$ cat src/rtl/cfg_chain_loader.sv
// cfg_chain_loader: loads a CLB configuration shift chain from a host word stream.
// Words arrive over a valid/ready handshake and are sent LSB-first on shift_i.
// shift_clk is a divided clock with exactly CHAIN_LEN rising edges per load.
// Optional feature macro: CFG_VERIFY_EN.
//   When it is defined, a second pass of CHAIN_LEN shifts re-drives the loaded
//   bits from a shadow copy. During that pass shift_o is compared with the shadow
//   copy, and any mismatch sets the sticky err flag.
module cfg_chain_loader #(
    parameter int CHAIN_LEN = 36,
    parameter int WORD_W    = 8,
    parameter int CLK_DIV   = 2
) (
    input  logic              clk,
    input  logic              rst,
    input  logic              start,
    input  logic [WORD_W-1:0] cfg_data,
    input  logic              cfg_valid,
    output logic              cfg_ready,
    output logic              busy,
    output logic              done,
    output logic              err,
    output logic              shift_clk,
    output logic              shift_i,
    input  logic              shift_o
);

    localparam int BCW = $clog2(CHAIN_LEN + 1);
    localparam int WLW = $clog2(WORD_W + 1);
    localparam int DCW = $clog2(CLK_DIV + 1);

    localparam logic [BCW-1:0] LAST_BIT = BCW'(CHAIN_LEN - 1);
    localparam logic [BCW-1:0] BIT_ONE  = BCW'(1);
    localparam logic [WLW-1:0] WL_ONE   = WLW'(1);
    localparam logic [DCW-1:0] DIV_LAST = DCW'(CLK_DIV - 1);
    localparam logic [DCW-1:0] DIV_ONE  = DCW'(1);

    typedef enum logic [2:0] {
        ST_IDLE      = 3'd0,
        ST_LOAD      = 3'd1,
        ST_SHIFT_LO  = 3'd2,
        ST_SHIFT_HI  = 3'd3,
`ifdef CFG_VERIFY_EN
        ST_VERIFY_LO = 3'd4,
        ST_VERIFY_HI = 3'd5,
`endif
        ST_DONE      = 3'd6
    } state_t;

    state_t            state_q;
    logic [BCW-1:0]    bit_cnt_q;
    logic [WLW-1:0]    word_left_q;
    logic [DCW-1:0]    div_cnt_q;
    logic [WORD_W-1:0] shifter_q;
    logic [WORD_W-1:0] shifter_nxt_s;
    logic [WLW-1:0]    load_len_s;
    logic              busy_q;
    logic              done_q;
    logic              err_q;
    logic              shift_clk_q;
    logic              shift_i_q;

`ifdef CFG_VERIFY_EN
    logic [CHAIN_LEN-1:0] shadow_q;
    logic [CHAIN_LEN-1:0] shadow_d;
    logic [CHAIN_LEN-1:0] shadow_top_s;
    logic                 shadow_in_s;
`else
    logic                 unused_shift_o_s;
    assign unused_shift_o_s = shift_o;
`endif

    assign cfg_ready     = (state_q == ST_LOAD);
    assign busy          = busy_q;
    assign done          = done_q;
    assign err           = err_q;
    assign shift_clk     = shift_clk_q;
    assign shift_i       = shift_i_q;
    assign shifter_nxt_s = shifter_q >> 1;

    // Bits still owed by the next word: a full word, or only what is left of the chain.
    always_comb begin
        load_len_s = WLW'(WORD_W);
        if ((CHAIN_LEN - int'(bit_cnt_q)) < WORD_W) begin
            load_len_s = WLW'(CHAIN_LEN - int'(bit_cnt_q));
        end else begin
            load_len_s = WLW'(WORD_W);
        end
    end

`ifdef CFG_VERIFY_EN
    // Shadow shifts toward bit 0. The load pass feeds in fresh bits; the verify pass rotates.
    always_comb begin
        shadow_top_s = '0;
        if (state_q == ST_VERIFY_HI) begin
            shadow_in_s = shadow_q[0];
        end else begin
            shadow_in_s = shifter_q[0];
        end
        shadow_top_s[CHAIN_LEN-1] = shadow_in_s;
        shadow_d = (shadow_q >> 1) | shadow_top_s;
    end
`endif

    // Sequencer FSM with registered shift_clk, shift_i, busy, done and err.
    always_ff @(posedge clk or posedge rst) begin
        if (rst) begin
            state_q     <= ST_IDLE;
            bit_cnt_q   <= '0;
            word_left_q <= '0;
            div_cnt_q   <= '0;
            shifter_q   <= '0;
            busy_q      <= 1'b0;
            done_q      <= 1'b0;
            err_q       <= 1'b0;
            shift_clk_q <= 1'b0;
            shift_i_q   <= 1'b0;
`ifdef CFG_VERIFY_EN
            shadow_q    <= '0;
`endif
        end else begin
            done_q <= 1'b0;
            case (state_q)
                ST_IDLE: begin
                    shift_clk_q <= 1'b0;
                    shift_i_q   <= 1'b0;
                    if (start) begin
                        state_q   <= ST_LOAD;
                        busy_q    <= 1'b1;
                        bit_cnt_q <= '0;
                        err_q     <= 1'b0;
                    end
                end
                ST_LOAD: begin
                    // shift_clk is already low here, so waiting adds no edges.
                    if (cfg_valid) begin
                        shifter_q   <= cfg_data;
                        word_left_q <= load_len_s;
                        shift_i_q   <= cfg_data[0];
                        div_cnt_q   <= '0;
                        state_q     <= ST_SHIFT_LO;
                    end
                end
                ST_SHIFT_LO: begin
                    if (div_cnt_q == DIV_LAST) begin
                        div_cnt_q   <= '0;
                        shift_clk_q <= 1'b1;
                        state_q     <= ST_SHIFT_HI;
                    end else begin
                        div_cnt_q <= div_cnt_q + DIV_ONE;
                    end
                end
                ST_SHIFT_HI: begin
                    if (div_cnt_q == DIV_LAST) begin
                        div_cnt_q   <= '0;
                        shift_clk_q <= 1'b0;
                        shifter_q   <= shifter_nxt_s;
                        word_left_q <= word_left_q - WL_ONE;
`ifdef CFG_VERIFY_EN
                        shadow_q    <= shadow_d;
`endif
                        if (bit_cnt_q == LAST_BIT) begin
`ifdef CFG_VERIFY_EN
                            bit_cnt_q <= '0;
                            shift_i_q <= shadow_d[0];
                            state_q   <= ST_VERIFY_LO;
`else
                            bit_cnt_q <= bit_cnt_q + BIT_ONE;
                            shift_i_q <= 1'b0;
                            busy_q    <= 1'b0;
                            done_q    <= 1'b1;
                            state_q   <= ST_DONE;
`endif
                        end else begin
                            bit_cnt_q <= bit_cnt_q + BIT_ONE;
                            if (word_left_q == WL_ONE) begin
                                state_q <= ST_LOAD;
                            end else begin
                                shift_i_q <= shifter_nxt_s[0];
                                state_q   <= ST_SHIFT_LO;
                            end
                        end
                    end else begin
                        div_cnt_q <= div_cnt_q + DIV_ONE;
                    end
                end
`ifdef CFG_VERIFY_EN
                ST_VERIFY_LO: begin
                    if (div_cnt_q == DIV_LAST) begin
                        // The chain tail now presents the bit that was shifted in CHAIN_LEN edges earlier.
                        if (shift_o != shadow_q[0]) begin
                            err_q <= 1'b1;
                        end
                        div_cnt_q   <= '0;
                        shift_clk_q <= 1'b1;
                        state_q     <= ST_VERIFY_HI;
                    end else begin
                        div_cnt_q <= div_cnt_q + DIV_ONE;
                    end
                end
                ST_VERIFY_HI: begin
                    if (div_cnt_q == DIV_LAST) begin
                        div_cnt_q   <= '0;
                        shift_clk_q <= 1'b0;
                        shadow_q    <= shadow_d;
                        if (bit_cnt_q == LAST_BIT) begin
                            shift_i_q <= 1'b0;
                            busy_q    <= 1'b0;
                            done_q    <= 1'b1;
                            state_q   <= ST_DONE;
                        end else begin
                            bit_cnt_q <= bit_cnt_q + BIT_ONE;
                            shift_i_q <= shadow_d[0];
                            state_q   <= ST_VERIFY_LO;
                        end
                    end else begin
                        div_cnt_q <= div_cnt_q + DIV_ONE;
                    end
                end
`endif
                ST_DONE: begin
                    shift_clk_q <= 1'b0;
                    shift_i_q   <= 1'b0;
                    state_q     <= ST_IDLE;
                end
                default: begin
                    shift_clk_q <= 1'b0;
                    shift_i_q   <= 1'b0;
                    busy_q      <= 1'b0;
                    state_q     <= ST_IDLE;
                end
            endcase
        end
    end

endmodule

$ cat config.mk
export PLATFORM = sky130hd
export DESIGN_NAME = cfg_chain_loader
export DESIGN_NICKNAME = d
export VERILOG_FILES = /design/src/rtl/cfg_chain_loader.sv
export SDC_FILE = /design/constraint.sdc
export NUM_CORES = 1
export LEC_CHECK = 0
export ABC_AREA = 1
export BUFFER_PORTS_ARGS = -buffer_cell sky130_fd_sc_hd__buf_4
export CAP_MARGIN = 40
export CORE_MARGIN = 2
export CORE_UTILIZATION = 30
export DETAILED_ROUTE_END_ITERATION = 12
export GPL_ROUTABILITY_DRIVEN = 0
export PLACE_DENSITY = 0.58
export SYNTH_ARGS = -nofsm -noshare
export SYNTH_HDL_FRONTEND = slang
export SYNTH_SLANG_ARGS = --single-unit
$ cat constraint.sdc
create_clock -name clk -period 2.17 [get_ports clk]
set_clock_uncertainty 0.2 [all_clocks]
set_input_delay 0.434 -clock clk [delete_from_list [all_inputs] [get_ports clk]]
set_output_delay 0.434 -clock clk [all_outputs]
set_load 0.02 [all_outputs]
==> flow_metrics.tcl <==
set metrics [dict create \
    ioPinCount 19 \
    via_per_inst 4.428 \
    cts_resized 0 \
    clock_latency_ns 0.27 \
    drive_gt1_frac 0.1762 \
    hpwl_um 2295 \
    h-tree-depth 1 \
    power.leakage_nw 0.9232 \
    path_class "flip-flop to output pin" \
    overflow 0 \
    n_fill_cell 567 \
    crit_cells 4 \
    multiInputGateArea_um2 747.0 \
    arrival_ns 1.18 \
    reg2regPathDepth 9 \
    ys_warn_count 0 \
    worstPathRequired_ns 1.54 \
    die_w_um 76.06 \
    synth_top_family_by_area "simple AND/OR/NAND/NOR gates" \
    grt_setup_unrepaired "false" \
    ir_worst_vdd_uv 401.6 \
    slowest_stage "dfrtp_1" \
    critPathCaptureType "output pin" \
    post_cts_buffers 0 \
    synth-seq-cells 26 \
    synthXorXnorAreaFrac 0.01687 \
    final_nets 245 \
    ys_seq_area_frac 0.4177 \
    antenna_found_initial 0 \
    grt_max_degree 27 \
    cp_top_family "flip-flops" \
    syn-cell-area_mm2 0.001558 \
    antenna_cells 0 \
    worstHoldPathType "primary input to asynchronous set/reset pin" \
    root_buffer "clkbuf_8" \
    path_buf_inv 2 \
    rrSetupSlack_ns 0.36 \
    synth_edf_count 0 \
    fin_util 0.3568 \
    r2r-end "word_left_q[2]" \
    cp_slowest_stage_delay_ns 0.41 \
    startpoint_type "flip-flop" \
    seqCellArea_um2 650.6 \
    die-area_mm2 0.005785 \
    wl_um 2983 \
    first_pass_iters 4 \
    clk_pin_slew_ns 0.09 \
    synth_fa_ha_area_frac 0.03213 \
    grt_pass1_wl_um 5499 \
    final-max-slew-violation-count 0 \
    first_global_vias 1236 \
    synthArstFlopShare 1.000 \
    power.density_mw_per_mm2 1234 \
    route.detailed.drc 0 \
    dp.cells 293 \
    yosysTopAreaCell "dfrtp_1" \
    stdcell_count 297 \
    hold_violations 0 \
    synth_flop_cell "dfrtp_1" \
    io_buffers 16 \
    path_max_fanout 5 \
    crit_chain "nor2_1 > nand2_1 > inv_2 > buf_4" \
    cts_buffers 3 \
    vias 1315 \
    fp.dieH_um 76.06 \
    outcome "finished clean" \
    power_mw 2.235 \
    core_mm2 0.005075 \
    synth_area_leaders "dfrtp_1 (42%), nand2_1 (13%), inv_1 (6.7%), nand3_1 (4.5%), o21ai_0 (4.5%)" \
    cts_buffer_depth 2 \
    rows 26 \
    initial_core_util 0.3070 \
    cts_tree "yes" \
    synth_simple_gate_area_frac 0.2884 \
    grt_use_total 0.1139 \
    synthMuxAreaShare 0 \
    syn_nets 226 \
    fin_crit_ns 1.817 \
    synthCells 209 \
    syn2layout_area_growth_pct 16.23 \
    cts_sinks 26 \
    fin_crit_sh 0.8372 \
    cap_violations 0 \
    synth_top_area_share 0.4177 \
    hold_buffers 0 \
    ant_nets 0 \
    r2r_start "bit_cnt_q[0]" \
    first_iter_violations 69 \
    setup_tns_ns 0 \
    avgSynthCellArea_um2 7.453 \
    detail_route.wl_per_cell_um 10.04 \
    ys_types 30 \
    setup_viol 0 \
    synth_compound_area_frac 0.1398 \
    fmax_mhz 550.4 \
]
cell families (layout without fill, tap and decap cells):
family	Yosys count	in the layout
XOR/XNOR	3	3
adder cells (fa/ha/maj)	4	4
flip-flops	26	26
AO/OA/AOI/OAI	35	35
buffers and inverters	38	56
AND/OR/NAND/NOR	102	102
other	1	1
worst max path at each step:
| stage | start | end | slack [ns] |
|---|---|---|---|
| 4_1_cts | bit_cnt_q[0] | word_left_q[2] | 0.33 |
| 6_report | state_q[1] | cfg_ready | 0.35 |
| 3_5_place_dp | bit_cnt_q[0] | word_left_q[2] | 0.34 |
| 3_3_place_gp | bit_cnt_q[0] | word_left_q[0] | 0.36 |
| 2_1_floorplan | bit_cnt_q[0] | word_left_q[2] | 0.53 |
| 5_1_grt | state_q[1] | shifter_q[2] | 0.16 |
power by group:
group / total, mW / internal [mW] / switching (mW) / leakage [nW]
Sequential: 0.767 / 0.659 / 0.108 / 0.333
Combinational: 1.15 / 0.417 / 0.737 / 0.561
Clock: 0.313 / 0.162 / 0.151 / 0.0288
state kept, by name, indices dropped and copies added (netlist names):
signal       cells
shift_clk        1
word_left_q      4
shift_i          1
state_q          3
div_cnt_q        2
bit_cnt_q        6
shifter_q        7
busy             1
done             1
final cells by class:
type | count | share of cell area
multi-input cells | 145 | 0.4126
flip-flops and latches | 26 | 0.3594
repair buffers | 20 | 0.08293
inverters | 32 | 0.06634
well taps | 70 | 0.04838
clock buffers | 4 | 0.03041
placed cells by master, fill, tap and decap left out:
| cell | n |
|---|---|
| nand4_1 | 4 |
| conb_1 | 1 |
| inv_1 | 28 |
| dfrtp_1 | 26 |
| nand2_4 | 1 |
| nor3_1 | 3 |
| inv_2 | 4 |
| or2_1 | 1 |
| xor2_1 | 2 |
| xnor2_1 | 1 |
| o211ai_1 | 6 |
| a21oi_2 | 3 |
| o21ai_1 | 7 |
| a21boi_0 | 1 |
| buf_4 | 20 |
| nor2_1 | 15 |
| nor2_2 | 2 |
| ha_1 | 4 |
| nand2_1 | 56 |
| nor2_4 | 1 |
| o21ai_0 | 14 |
| a21oi_4 | 1 |
| o31ai_1 | 1 |
| or2_0 | 1 |
| clkbuf_8 | 4 |
| a21oi_1 | 2 |
| nand2_2 | 4 |
| nand3_1 | 14 |
tightest hold or removal path: stages:
cell and delay (ns):
buf_4 0.11, inv_1 0.04, buf_4 0.31
metrics by stage:
stage	instance area [um2]	setup WS, ns	hold slack (ns)
global route	1810	0.1607	0.06238
CTS	1810	0.3325	0.02519
floorplan	1558	0.5285	0.2740
global placement	1755	0.3641	0.2708
finish	1810	0.3532	0.01513
detailed placement	1755	0.3412	0.2745
synthesized netlist by cell type, drive strengths merged, types with 2 or more instances:
master,n
buf,6
nand4,4
nand3,14
a21oi,6
nor2,18
inv,32
ha,4
o21ai,21
xor2,2
or2,2
o211ai,6
nor3,3
nand2,61
dfrtp,26
layer usage:
metal	wire length [um]	vias to the layer above	global-route usage	part of all wire
met5	0	-	0	0
met4	29	0	0.04909	0.0097
met3	66	2	0.02251	0.022
met2	1448	10	0.1884	0.49
met1	1438	602	0.1452	0.48
li1	-	701	-	-
(Power assumes the default switching activity.)
